## src/rtl/dkong_hiscore_xfer.sv

```systemverilog
// High-score side-port initiator: copies the score region between game RAM and the
// save-file buffer while the framework holds the CPU paused.
module dkong_hiscore_xfer #(
  parameter logic [15:0] HS_BASE  = 16'h6100,
  parameter logic [9:0]  HS_LEN   = 10'd64,
  parameter int unsigned READ_LAT = 2
) (
  input  logic        I_CLK_24576M,
  input  logic        I_RESETn,
  input  logic        I_SAVE_REQ,
  input  logic        I_LOAD_REQ,
  input  logic        I_PAUSED,
  output logic        O_PAUSE_REQ,
  output logic [15:0] O_HS_ADDR,
  output logic [7:0]  O_HS_DI,
  output logic        O_HS_WE,
  output logic        O_HS_ACCESS,
  input  logic [7:0]  I_HS_DO,
  output logic [9:0]  O_BUF_ADDR,
  output logic        O_BUF_WE,
  output logic [7:0]  O_BUF_D,
  input  logic [7:0]  I_BUF_Q,
  output logic        O_BUSY,
  output logic        O_DONE,
  output logic        O_ERR
);

  typedef enum logic [2:0] {
    StIdle, StPwait, StSAddr, StSWait, StSStore, StLFetch, StLWrite, StFin
  } state_e;

  // Value of the wait counter in the last S_WAIT cycle (S_WAIT lasts READ_LAT-1 cycles).
  localparam logic [1:0] WaitLast = (READ_LAT > 1) ? 2'(READ_LAT - 2) : 2'd0;

  state_e      state_q;
  logic        load_q;
  logic [9:0]  idx_q;
  logic [1:0]  wait_q;
  logic        pause_req_q;
  logic        hs_access_q;
  logic        hs_we_q;
  logic [15:0] hs_addr_q;
  logic [7:0]  hs_di_q;
  logic [9:0]  buf_addr_q;
  logic        buf_we_q;
  logic [7:0]  buf_d_q;
  logic        busy_q;
  logic        done_q;
  logic        err_q;

  logic [9:0]  idx_next;
  logic        last_byte;
  logic        pause_lost;
  logic        store_now;

  always_comb begin
    idx_next   = idx_q + 10'd1;
    last_byte  = (idx_next == HS_LEN);
    pause_lost = !I_PAUSED &&
                 (state_q inside {StSAddr, StSWait, StSStore, StLFetch, StLWrite});
    // Read data is valid on the edge ending the READ_LAT-th cycle after the address.
    store_now  = ((state_q == StSAddr) && (READ_LAT == 1)) ||
                 ((state_q == StSWait) && (wait_q == WaitLast));
  end

  always_ff @(posedge I_CLK_24576M or negedge I_RESETn) begin
    if (!I_RESETn) begin
      state_q     <= StIdle;
      load_q      <= 1'b0;
      idx_q       <= '0;
      wait_q      <= '0;
      pause_req_q <= 1'b0;
      hs_access_q <= 1'b0;
      hs_we_q     <= 1'b0;
      hs_addr_q   <= '0;
      hs_di_q     <= '0;
      buf_addr_q  <= '0;
      buf_we_q    <= 1'b0;
      buf_d_q     <= '0;
      busy_q      <= 1'b0;
      done_q      <= 1'b0;
      err_q       <= 1'b0;
    end else begin
      hs_we_q  <= 1'b0;
      buf_we_q <= 1'b0;
      done_q   <= 1'b0;
      err_q    <= 1'b0;
      if (pause_lost) begin
        // Busy stays up through the error pulse; IDLE clears it.
        state_q     <= StIdle;
        hs_access_q <= 1'b0;
        pause_req_q <= 1'b0;
        err_q       <= 1'b1;
      end else if (store_now) begin
        buf_addr_q <= idx_q;
        buf_d_q    <= I_HS_DO;
        buf_we_q   <= 1'b1;
        state_q    <= StSStore;
      end else begin
        unique case (state_q)
          StIdle: begin
            busy_q <= 1'b0;
            if (I_SAVE_REQ || I_LOAD_REQ) begin
              load_q      <= !I_SAVE_REQ;
              idx_q       <= '0;
              buf_addr_q  <= '0;
              pause_req_q <= 1'b1;
              busy_q      <= 1'b1;
              state_q     <= StPwait;
            end
          end
          StPwait: begin
            if (I_PAUSED) begin
              hs_access_q <= 1'b1;
              hs_addr_q   <= HS_BASE + {6'd0, idx_q};
              state_q     <= load_q ? StLFetch : StSAddr;
            end
          end
          StSAddr: begin
            wait_q  <= '0;
            state_q <= StSWait;
          end
          StSWait: begin
            wait_q <= wait_q + 2'd1;
          end
          StLFetch: begin
            hs_addr_q  <= HS_BASE + {6'd0, idx_q};
            hs_di_q    <= I_BUF_Q;
            hs_we_q    <= 1'b1;
            // The buffer read is registered, so the next byte's address goes out now.
            buf_addr_q <= idx_next;
            state_q    <= StLWrite;
          end
          StSStore, StLWrite: begin
            idx_q <= idx_next;
            if (last_byte) begin
              hs_access_q <= 1'b0;
              pause_req_q <= 1'b0;
              done_q      <= 1'b1;
              state_q     <= StFin;
            end else if (load_q) begin
              state_q <= StLFetch;
            end else begin
              hs_addr_q <= HS_BASE + {6'd0, idx_next};
              state_q   <= StSAddr;
            end
          end
          StFin: begin
            busy_q  <= 1'b0;
            state_q <= StIdle;
          end
        endcase
      end
    end
  end

  assign O_PAUSE_REQ = pause_req_q;
  assign O_HS_ADDR   = hs_addr_q;
  assign O_HS_DI     = hs_di_q;
  assign O_HS_WE     = hs_we_q;
  assign O_HS_ACCESS = hs_access_q;
  assign O_BUF_ADDR  = buf_addr_q;
  assign O_BUF_WE    = buf_we_q;
  assign O_BUF_D     = buf_d_q;
  assign O_BUSY      = busy_q;
  assign O_DONE      = done_q;
  assign O_ERR       = err_q;

endmodule
```

## config.mk

```make
export PLATFORM = sky130hd
export DESIGN_NAME = dkong_hiscore_xfer
export DESIGN_NICKNAME = d
export VERILOG_FILES = /design/src/rtl/dkong_hiscore_xfer.sv
export SDC_FILE = /design/constraint.sdc
export NUM_CORES = 1
export LEC_CHECK = 0
export ABC_AREA = 1
export CORE_UTILIZATION = 50
export DETAILED_ROUTE_END_ITERATION = 12
export PLACE_DENSITY = 0.8
export SETUP_SLACK_MARGIN = 0.05
export SLEW_MARGIN = 20
export SYNTH_ARGS = -nofsm -noshare
export SYNTH_HDL_FRONTEND = slang
export SYNTH_SLANG_ARGS = --single-unit
```

## constraint.sdc

```tcl
create_clock -name I_CLK_24576M -period 2.8 [get_ports I_CLK_24576M]
set_clock_uncertainty 0.2 [all_clocks]
set_input_delay 0.42 -clock I_CLK_24576M [delete_from_list [all_inputs] [get_ports I_CLK_24576M]]
set_output_delay 0.42 -clock I_CLK_24576M [all_outputs]
set_load 0.02 [all_outputs]
```

# After elaboration in Yosys (flattened, before gate mapping)
# Index checks and enable logic that the tools add are counted.
[classes]
bitwise_logic = 2
n_addsub = 4
n_eq_ne = 19
mux = 37
reduce_logical = 28
[op_table]
columns = ["cell", "count"]
rows = [
  ["$mux W16", 3],
  ["$pmux W16 S3", 1],
  ["$pmux W10 S2", 2],
  ["$add A15 B10 Y16 const A", 2],
  ["$mux W10", 2],
  ["$mux W1", 18],
  ["$mux W3", 6],
  ["$pmux W3 S6", 1],
  ["$reduce_and A4 Y1", 4],
  ["$reduce_and A3 Y1", 5],
  ["$eq A3 B3 Y1 const B", 4],
  ["$ne A3 B3 Y1 const B", 4],
  ["$reduce_bool A3 Y1", 4],
  ["$add A10 B1 Y10 const B", 1],
  ["$eq A10 B7 Y1 const B", 1],
  ["$ne A2 B2 Y1 const B", 5],
  ["$ne A4 B4 Y1 const B", 2],
  ["$reduce_bool A8 Y1", 1],
  ["$eq A3 B2 Y1 const B", 2],
  ["$pmux W1 S2", 3],
  ["$reduce_and A6 Y1", 1],
  ["$reduce_bool A2 Y1", 3],
  ["$reduce_bool A5 Y1", 1],
  ["$pmux W2 S2", 1],
  ["10 further kinds", 13],
]
[word_totals]
reg_bits = 65
elab_cells = 105
out_inout_bits = 49

# Logic depth before layout (Yosys ltp)
[depth]
word_depth = 6
depth_mapped = 14
mapped_depth_nobuf = 13

# Least setup slack after synthesis
# Ideal clock, no wire load.
[synth_timing]
kind = "register to register"
start = "register idx_q[1]"
end = "register hs_addr_q[9], in the netlist O_HS_ADDR[9]"
path_stages_with_launch = 14
arrival_time_ps = 1694
t_required_ps = 2483
setup_slack_ps = 789
period_less_slack_ps = 2011
path_cell_list = "dfrtp_1 > ha_1 > nand3_2 > nor2_1 > nand3_1 > nand2_1 > nand2_1 > inv_1 > nor2_1 > a21oi_1 > inv_1 > ha_1 > nand3_1 > nand2_1"
[synth_between]
elab_chain_len = 5
[synth_lines]
columns = ["element", "line_no", "source"]
rows = [
  ["start, declared", "37", "logic [9:0] idx_q;"],
  ["start signal, assigned", "135", "idx_q <= idx_next;"],
  ["$add A10 B1 Y10", "57", "idx_next = idx_q + 10'd1;"],
  ["$add A15 B10 Y16", "144", "hs_addr_q <= HS_BASE + {6'd0, idx_next};"],
  ["$mux W16", "141", "end else if (load_q) begin"],
  ["$mux W16", "136", "if (last_byte) begin"],
  ["$pmux W16 S3", "100", "unique case (state_q)"],
  ["end signal, assigned", "115", "hs_addr_q <= HS_BASE + {6'd0, idx_q};"],
  ["end signal, assigned", "127", "hs_addr_q <= HS_BASE + {6'd0, idx_q};"],
  ["end signal, assigned", "144", ""],
  ["end, declared", "42", "logic [15:0] hs_addr_q;"],
]
# Several ways; a longest one is shown, not always the timed one. The select of a mux whose other input is x is not followed.
# A chain may end at the register's enable or synchronous reset.

# Worst setup path after layout
# Ends and elaborated chain as after synthesis.

==> metrics.sh <==
TOTAL_WIRE_LENGTH_AFTER_DETAILED_ROUTING_MICRONS=6860
WORST_PATH_BUFFER_PLUS_INVERTER_COUNT=2
CLOCK_PIN_SLEW_REPORTED_FOR_THE_WORST_SETUP_AND_HOLD_PATHS_AFTER_CLOCK_TREE_SYNTHESIS_NS=0.07
IRDROPWORSTVDD_mV=0.700
REGTOREGSTARTPOINT='idx_q[1]$_DFFE_PN0P_'
CTSLONGESTPATHBUFFERS=2
GRT_FIRST_PASS_WIRELENGTH_MICRONS=11600
PLACE.PORT_BUFFERS=66
DETAIL_ROUTE.FIRST_PASS.ITERATIONS=4
RR_WORST_DEPTH=13
R2R_SETUP_SLACK_NS=0.45
LAYOUT-DRIVE-GT1-SHARE=0.104
HOLD-PATH-ENDPOINT='O_HS_ADDR[8]$_DFFE_PN0P_'
STARTPOINT_TYPE='register'
DETAIL_ROUTE.VIAS_PER_CELL=5.03
NUMBER_OF_ANTENNA_VIOLATIONS_AT_THE_FIRST_CHECK_IN_GLOBAL_ROUTING=0
CTS.HTREE.LEVELS=3
POST_CTS.REPAIR.SETUP_BUFFERS=0
SYNTH.DISTINCT_CELLS=30
CTS_TREE='yes'
R2R_END='O_HS_ADDR[9]$_DFFE_PN0P_'
REQUIRED_ARRIVAL_TIME_AT_THE_WORST_ENDPOINT_NS=2.83
SLOWEST_STAGE='dfrtp_1'
SYNTH.MOST_COMMON_CELL='nand2_1'
INITIAL_DRC_COUNT=200
ANTENNA_DIODE_COUNT=0
LARGEST_NET_DEGREE_AT_THE_START_OF_GLOBAL_ROUTING=62
YS_SEQ_ELEMENTS=61
LAYOUT.CELL_AREA.NON_FILLER_SQ_MM=0.00397
SYN-CELL-AREA_SQ_MM=0.00303
SYNTHTOLAYOUTAREAGROWTH_PCT=30.9
POWER.DENSITY_CELL_AREA_mW_PER_MM2=1010
GRT_USE_TOTAL=0.243
WORSTHOLDPATHTYPE='register to register'
PIN_COUNT=70
TIMING.SETUP.CRITICAL_PATH_CLASS='register to register'
DIE_Y_MICRONS=79.9
CRITICAL-PATH-MAX-STAGE-DELAY_NS=0.45
POST_SYNTH_MOST_FREQUENT_CELLS='141 x nand2_1, 61 x dfrtp_1, 30 x inv_1, 30 x nor2_1, 26 x o21ai_0'
TIMING.CRITICAL_PATH.MAX_DELAY_FAMILY='simple AND/OR/NAND/NOR gates'
END_KIND='register'
SLEW_VIOL_FINAL=0
FIRST_GLOBAL_VIAS=2535
AVGSYNTHCELLAREA_SQ_UM=7.89
STD_CELL_ROWS=27
DIEWIDTH_MICRONS=79.9
POST-ROUTE-MIN-PERIOD_NS=2.35
HOLD_START='O_HS_ADDR[8]$_DFFE_PN0P_'
MAX_CAP_VIOLATIONS=0
VIAS=2689
WORSTPATHCELLLIST='ha_1 > nand3_2 > nor2_1 > nand3_1 > nand2_1 > nand2_1 > inv_1 > nor2_1 > a21oi_1 > inv_1 > ha_1 > nand3_1 > nand2_1'
POSTSYNTH.ASYNCRESETSHARE=1.00
CLOCK_INSERTION_DELAY_AT_THE_LATER_PIN_OF_THE_SKEW_REPORT_NS=0.34
ARRIVAL_NS=2.39
NNETSFINAL=483
CORE-AREA_SQ_MM=0.00568
DOMINANTREGCELLSYNTH='dfrtp_1'
CPMOSTUSEDCELL='nand2_1'
NETLIST_TOP_CELLS_AREA='dfrtp_1 50%, nand2_1 17%, o21ai_0 4.3%'
POWER.LEAKAGE_nW=1.89
WORST-PATH-MAX-FANOUT=6
CTS_INSERTED_BUFFERS=9
MIN_DELAY_PATH_DEPTH=2
GRT_SETUP_UNREPAIRED='false'
GRT-OVFL-TOTAL=0
CTS-HOLD-FIX-BUFFERS=1
WEIGHTED_CONGESTION_REPORTED_AT_THE_END_OF_ROUTABILITY_DRIVEN_PLACEMENT=0.894
YOSYSSEQAREASHARE=0.504
LIBRARY_CELL_WITH_THE_LARGEST_SUMMED_AREA_AFTER_SYNTHESIS='dfrtp_1'
TRITONCTS_NUM_SINKS=61
DRT.ANTENNA.VIOLATING_NETS=0
PLACE.DETAILED.HPWL_MICRONS=5110
SYNTH-EDFF-COUNT=0
SYNTHESIS.INSTANCES=384
YOSYSTOPAREACELLSHARE=0.504
DETAILED_PLACE.AREA_SQ_MM=0.00376
FIN_SETUP_TNS_NS=0
LAYOUT_WORST_PATH_CYCLE_SHARE=0.840
RUN_STATUS='complete, no violations'
DIE_AREA_SQ_MM=0.00638
CTSRESIZECOUNT=0
HOLD_VIOL=0
ROUTEDWLPERCELL_MICRONS=12.8
SETUP-VIOLATIONS-FINAL=0
YOSYSWARNINGS=0
CLOCK_TREE.ROOT_CELL='clkbuf_8'
STARTING_DENSITY_OF_THE_CORE=0.534
DRC_ERRORS=0
MAX_FREQ_MHz=425
## kinds of logic (layout without fill, tap and decap cells)
kind of cell | count (synthesis) | count (layout) | share of synthesized area
buffers and inverters | 47 | 124 | 0.0714
XOR/XNOR | 1 | 1 | 0.00289
AO/OA/AOI/OAI | 52 | 52 | 0.0957
AND/OR/NAND/NOR | 218 | 218 | 0.309
other | 1 | 3 | 0.00124
flip-flops | 61 | 61 | 0.504
adder cells (fa/ha/maj) | 4 | 4 | 0.0165
## metrics by stage
step	utilization	std cells	hold slack (ns)	setup slack (ns)	total power (W)
after detailed placement	0.662	518	0.253	0.238	0.00323
after floorplan	-	386	-0.0756	0.789	0.00252
after global routing	0.699	535	0.303	0.236	0.00432
final	0.699	535	0.271	0.447	0.00401
after global placement	0.662	518	0.252	0.290	0.00319
after CTS	0.699	535	0.276	0.458	0.00404
## cell usage in the layout, fill, tap and decap left out, types with 2 or more instances in the layout
master	n
a21oi_1	18
a31oi_1	3
buf_4	5
clkbuf_8	10
clkdlybuf4s50_1	65
clkinv_4	2
conb_1	3
dfrtp_1	61
ha_1	4
inv_1	30
inv_2	5
nand2_1	141
nand2_2	3
nand2_4	3
nand3_1	22
nand3_2	2
nor2_1	30
nor2_2	7
nor3_1	4
o21ai_0	26
o21bai_1	2
or2_2	2
## worst max path at each step
stage                                     from                        end  slack (ns)  cells after the start
after global routing      idx_q[1]$_DFFE_PN0P_   O_HS_ADDR[9]$_DFFE_PN0P_        0.24                     13
after global placement                I_PAUSED  O_BUF_ADDR[9]$_DFFE_PN0P_        0.29                     10
after CTS                 idx_q[1]$_DFFE_PN0P_   O_HS_ADDR[9]$_DFFE_PN0P_        0.46                     13
after detailed placement              I_PAUSED  O_BUF_ADDR[9]$_DFFE_PN0P_        0.24                     10
after floorplan           idx_q[1]$_DFFE_PN0P_   O_HS_ADDR[9]$_DFFE_PN0P_        0.79                     13
final                     idx_q[1]$_DFFE_PN0P_   O_HS_ADDR[9]$_DFFE_PN0P_        0.45                     13
## state kept, by name, indices dropped and copies added (netlist names)
signal	count
O_HS_ADDR	12
O_BUF_ADDR	10
idx_q	10
O_BUF_D	8
O_HS_DI	8
state_q	3
wait_q	2
O_BUF_WE	1
O_BUSY	1
O_DONE	1
O_ERR	1
O_HS_ACCESS	1
O_HS_WE	1
O_PAUSE_REQ	1
load_q	1
## layer usage
metal	global-route usage	vias up	part of all wire
met5	0	-	0
met1	0.296	1237	0.43
met2	0.397	82	0.50
met4	0.116	0	0.020
li1	-	1355	-
met3	0.0663	15	0.050
## layout make-up
type	count	area, sq um
clock buffer	11	141
clock inverter	5	60.1
fill	467	1710
inverter	35	131
multi-input combinational	278	1300
sequential	61	1530
tap	72	90.1
timing repair buffer	73	723
## power by group
part	switching, W	internal, W
Clock	0.000353	0.000437
Combinational	0.00111	0.000763
Sequential	0.000181	0.00117
## tightest hold or removal path: stages (launching register included)
cell,delay [ns]
dfrtp_1,0.34
nand2_1,0.05
nand2_1,0.04
Note: power is estimated with default switching activity, not from simulation.
